`src/rtl/dft_bin_acc.sv`:
```
// Single-bin DFT accumulator: mixes samples with the NCO phasor over one frame and
// emits one power pixel. Define DFT_LOG_EN for a log-compressed pixel, else linear.
module dft_bin_acc #(
    parameter int N_SAMPLES = 256,
    parameter int ACC_W     = 42,
    parameter int ACC_SHIFT = 18,
    parameter int PWR_SHIFT = 28,
    parameter int PIX_W     = 8
) (
    input  logic                    CK,
    input  logic                    RST_N,
    input  logic                    START,
    input  logic                    SAMPLE_VALID,
    input  logic signed [15:0]      sample,
    input  logic signed [17:0]      cos0,
    input  logic signed [17:0]      sin0,
    output logic                    BUSY,
    output logic                    PIX_VALID,
    output logic [PIX_W-1:0]        PIX
);

    localparam int CNT_W = (N_SAMPLES > 2) ? $clog2(N_SAMPLES) : 1;
    localparam logic [CNT_W-1:0] LAST_CNT = CNT_W'(N_SAMPLES - 1);
    localparam logic signed [ACC_W-1:0] SAT_HI = ACC_W'(131071);
    localparam logic signed [ACC_W-1:0] SAT_LO = -ACC_W'(131071);

    typedef enum logic [2:0] {
        IDLE  = 3'd0,
        ACC   = 3'd1,
        SQ_RE = 3'd2,
        SQ_IM = 3'd3,
        OUT   = 3'd4
    } state_e;

    state_e                   state_q, state_d;
    logic signed [ACC_W-1:0]  accRe_q, accRe_d;
    logic signed [ACC_W-1:0]  accIm_q, accIm_d;
    logic [CNT_W-1:0]         count_q, count_d;
    logic [35:0]              pwr_q, pwr_d;
    logic [PIX_W-1:0]         pix_q, pix_d;
    logic                     pixValid_q, pixValid_d;

    logic signed [17:0]       reSat, imSat;
    logic signed [17:0]       mulA, mulB;
    logic signed [35:0]       prodShared;
    logic signed [33:0]       prodIm;
    logic [35:0]              square;
    logic [36:0]              pwrSum;
    logic [PIX_W-1:0]         pixF;

    // Symmetric clamp so the square of either extreme stays below 2^34.
    function automatic logic signed [17:0] sat18(input logic signed [ACC_W-1:0] a);
        logic signed [ACC_W-1:0] s;
        s = a >>> ACC_SHIFT;
        if (s > SAT_HI) begin
            return 18'sd131071;
        end else if (s < SAT_LO) begin
            return -18'sd131071;
        end
        return s[17:0];
    endfunction

    assign reSat = sat18(accRe_q);
    assign imSat = sat18(accIm_q);

    // The cosine-path multiplier doubles as the squarer once the frame is in.
    always_comb begin
        mulA = {{2{sample[15]}}, sample};
        mulB = cos0;
        case (state_q)
            SQ_RE: begin
                mulA = reSat;
                mulB = reSat;
            end
            SQ_IM: begin
                mulA = imSat;
                mulB = imSat;
            end
            default: ;
        endcase
    end

    assign prodShared = mulA * mulB;
    assign prodIm     = sample * sin0;
    assign square     = $unsigned(prodShared);
    assign pwrSum     = {1'b0, pwr_q} + {1'b0, square};

`ifdef DFT_LOG_EN
    // Exponent is the leading-one position, mantissa the two bits beneath it.
    always_comb begin
        logic [7:0] logPix;
        logPix = 8'd0;
        if (pwr_q[1]) begin
            logPix = {6'd1, pwr_q[0], 1'b0};
        end
        for (int i = 2; i < 36; i++) begin
            if (pwr_q[i]) begin
                logPix = {6'(i), pwr_q[i-1 -: 2]};
            end
        end
        pixF = PIX_W'(logPix);
    end
`else
    always_comb begin
        logic [35:0] shifted;
        shifted = pwr_q >> PWR_SHIFT;
        if (shifted > 36'((64'd1 << PIX_W) - 64'd1)) begin
            pixF = '1;
        end else begin
            pixF = shifted[PIX_W-1:0];
        end
    end
`endif

    // START takes priority over everything, including a sample in the same cycle.
    always_comb begin
        state_d    = state_q;
        accRe_d    = accRe_q;
        accIm_d    = accIm_q;
        count_d    = count_q;
        pwr_d      = pwr_q;
        pix_d      = pix_q;
        pixValid_d = 1'b0;
        if (START) begin
            state_d = ACC;
            accRe_d = '0;
            accIm_d = '0;
            count_d = '0;
        end else begin
            case (state_q)
                ACC: begin
                    if (SAMPLE_VALID) begin
                        accRe_d = accRe_q + ACC_W'(prodShared);
                        accIm_d = accIm_q - ACC_W'(prodIm);
                        count_d = count_q + CNT_W'(1);
                        if (count_q == LAST_CNT) begin
                            state_d = SQ_RE;
                        end
                    end
                end
                SQ_RE: begin
                    pwr_d   = square;
                    state_d = SQ_IM;
                end
                SQ_IM: begin
                    pwr_d   = pwrSum[36] ? 36'hF_FFFF_FFFF : pwrSum[35:0];
                    state_d = OUT;
                end
                OUT: begin
                    pix_d      = pixF;
                    pixValid_d = 1'b1;
                    state_d    = IDLE;
                end
                default: state_d = IDLE;
            endcase
        end
    end

    always_ff @(posedge CK or negedge RST_N) begin
        if (!RST_N) begin
            state_q    <= IDLE;
            accRe_q    <= '0;
            accIm_q    <= '0;
            count_q    <= '0;
            pwr_q      <= '0;
            pix_q      <= '0;
            pixValid_q <= 1'b0;
        end else begin
            state_q    <= state_d;
            accRe_q    <= accRe_d;
            accIm_q    <= accIm_d;
            count_q    <= count_d;
            pwr_q      <= pwr_d;
            pix_q      <= pix_d;
            pixValid_q <= pixValid_d;
        end
    end

    // Busy stays up through the cycle in which the pixel is presented.
    assign BUSY      = (state_q != IDLE) || pixValid_q;
    assign PIX_VALID = pixValid_q;
    assign PIX       = pix_q;

endmodule

```
`config.mk`:
```
export PLATFORM = sky130hd
export DESIGN_NAME = dft_bin_acc
export DESIGN_NICKNAME = d
export VERILOG_FILES = /design/src/rtl/dft_bin_acc.sv
export SDC_FILE = /design/constraint.sdc
export NUM_CORES = 2
export LEC_CHECK = 0
export CAP_MARGIN = 20
export CORE_AREA = 2 2 271 273
export CTS_CLUSTER_DIAMETER = 80
export DETAILED_ROUTE_END_ITERATION = 6
export DIE_AREA = 0 0 273 275
export DONT_BUFFER_PORTS = 1
export PLACE_DENSITY_LB_ADDON = 0.08
export SYNTH_ARGS = -nofsm -noshare
export SYNTH_HDL_FRONTEND = slang
export SYNTH_SLANG_ARGS = --single-unit
export TNS_END_PERCENT = 100
```
`constraint.sdc`:
```
create_clock -name CK -period 10.15 [get_ports CK]
set_input_delay 0.5075 -clock CK [delete_from_list [all_inputs] [get_ports CK]]
set_output_delay 0.5075 -clock CK [all_outputs]
set_load 0.005 [all_outputs]
```
==> results.yml <==
sta:
  tns_ps: 0
  hold_viol_final: 0
  max-slew-margin-rel: 0.311
  tightestPinTransition_ps: 1030
  min_period_ps: 9820
  holdWs_ps: 2.41
  setup_violations: 0
  min_period_over_period: 0.967
  drv_slew: 0
  worst_clock_skew_ps: 14.6
  timing.fmax_ghz: 0.102
  grt_setup_unrepaired: "true"
global_routing:
  antenna_found_initial: 4
  grt_pass1_wl_mm: 164
  grtUsageTotal: 0.283
  met1_usage: 0.404
  busiest_layer: "met2"
  use_met2: 0.441
  grt_max_degree: 141
  grt_pass1_vias: 29223
  overflow: 0
  grt_util_met3: 0.0533
cells_and_area:
  multiInputGateArea_sq_um: 29300
  seqCellArea_sq_um: 3510
  drive_gt1_frac: 0.105
  final_cell_mix: "inv_1, fa_1, nand2_1, nor2_1, ha_1"
  mostFrequentLayoutCell: "inv_1"
  fin_util: 0.552
  nets: 5272
  postLayoutCellArea_sq_um: 39900
  area_delta_synth_final_pct: 11.3
  antenna_cells: 0
  nFillCells: 6870
floorplanning:
  die_y_um: 275
  floorplan.initialDensity: 0.495
  core_sq_um: 72300
  dieArea_sq_um: 75100
  row_count: 99
  die_x_um: 273
  io_pins: 66
yosys:
  yosysWarnings: 0
  yosysTopAreaCell: "fa_1"
  avgSynthCellArea_sq_um: 8.77
  synth_top_cell_area_share: 0.393
  syn_nets: 5127
  netlist_instances: 4085
  ys_ff_latch: 140
  synth-edff-count: 0
  synth_area_sq_um: 35800
  synth_area_leaders: "fa_1, ha_1, dfrtp_1"
  synth_seq_area_share: 0.0977
  async_reset_ff_frac: 1.00
  yosysUniqueCellTypes: 75
  ys.flop_type: "dfrtp_1"
critical_path:
  crit_fanout: 4
  critPathRequiredTime_ps: 10580
  critical_path_arrival_ps: 10240
  cp_slowest_stage_delay_ps: 580
  crit_top_cell: "fa_1"
  cp_slowest_cell: "fa_1"
  critical_path_class: "reg2reg"
  end_kind: "flop"
  critPathLaunchType: "flop"
clocking:
  clock_sinks: 140
  cts-root-buf: "clkbuf_16"
  clock_tree.buffer_depth: 2
  cts_max_level: 4
  cts_tree: "built"
  clkLatencyLatePin_ps: 490
  numCtsBuffers: 17
  clk_pin_slew_ps: 70
detailed_routing:
  drt_iter0_markers: 1851
  drcViolationCount: 0
  ant_nets: 0
  drt-vias-per-instance: 5.42
  num_vias: 28169
  drt_wl_total_mm: 101
  wl_per_cell_um: 19.4
  dr.pass1.iters: 6
placed_design:
  port_buffers: 0
  routabilityCongestion: 0.939
  dp.final_hpwl_mm: 83.8
  dpl_cell_area_sq_um: 38700
min_path:
  hold_path_class: "in2async"
flow_run:
  maxCapViolCount: 0
status:
  status: "finished clean"
sequential cells by signal, indices dropped and copies added (netlist names):
name,count
accIm_q,42
PIX,8
PIX_VALID,1
count_q,8
state_q,3
accRe_q,42
pwr_q,36
path summary, 6_finish.rpt:
kind,from,endpoint,slack [ps],cells after the start
setup / recovery,accIm_q[22],accRe_q[41],330,40
hold / removal,RST_N,accRe_q[39],2,1
setup reg to reg,accIm_q[22],accRe_q[41],330,40
hold reg to reg,pwr_q[24],pwr_q[24],490,2
max in group asynchronous,RST_N,state_q[0],9490,1
min in group CK,START,count_q[3],90,1
cells by family (layout without fill, tap and decap cells):
kind of cell | count (synthesis) | after routing | share of synthesized area
adders and majority gates | 986 | 986 | 0.492
and+or+nand+nor | 1164 | 1164 | 0.151
DFF | 140 | 140 | 0.0977
muxes | 13 | 13 | 0.00391
AOI/OAI and AO/OA | 705 | 705 | 0.124
xor gates and xnor gates | 140 | 140 | 0.0342
buffers and inverters | 937 | 1094 | 0.0982
through the flow:
| step | std cells | setup slack, ps |
|---|---|---|
| after detailed placement | 5158 | -9.64 |
| after CTS | 5190 | 4.50 |
| final | 5201 | 333 |
| after global placement | 5158 | 108 |
| after floorplan | 4085 | 756 |
| after global routing | 5201 | -58.2 |
area by class of cell:
cell class | instances | area share
multi-input combinational | 3008 | 0.735
sequential | 140 | 0.0879
inverter | 774 | 0.0728
timing repair buffer | 289 | 0.0594
tap | 959 | 0.0301
clock buffer | 18 | 0.0108
clock inverter | 13 | 0.00423
routing by layer:
layer  vias up  part of all wire
li1      13165                 -
met1     14171              0.46
met2       727              0.45
met3       100             0.066
met4         6             0.024
met5         -           0.00039
Yosys cell counts, types with 4 or more instances:
library cell / count
a2111oi_0: 7
a211o_1: 10
a211oi_1: 35
a21boi_0: 5
a21o_1: 100
a21oi_1: 217
a221oi_1: 5
a31oi_1: 19
and2_1: 170
and3_1: 27
and4_1: 5
buf_1: 9
clkbuf_1: 151
dfrtp_1: 140
fa_1: 704
ha_1: 282
inv_1: 774
mux2_2: 8
mux2i_1: 5
nand2_1: 455
nand2b_1: 20
nand3_1: 42
nand3b_1: 4
nand4_1: 24
nor2_1: 284
nor2b_1: 37
nor3_1: 35
nor3b_1: 7
nor4_1: 15
o211ai_1: 10
o21a_1: 34
o21ai_0: 128
o21ai_1: 15
o21bai_1: 19
o22ai_1: 38
o311ai_0: 4
o31ai_1: 15
o41ai_1: 4
or2_2: 10
or3_1: 16
or4_1: 4
xnor2_1: 91
xor2_1: 49
critical path: cells and delay by family, from the launching register on:
family,cells,cell delay (ps)
simple gates,13,2540
buf+inv,7,790
compound gates,12,2280
fa+ha+maj,8,3710
flops,1,410
what timing repair did:
item	CTS	global route
setup buffers	0	10
hold endpoints to repair	140	0
resized for setup	4	106
hold buffers	1	0
pin swaps	0	27
gates cloned	0	1
setup endpoints to repair	3	56
Power is not shown: default switching activity piles up to over one toggle a cycle in this logic, so the estimate is an artifact.
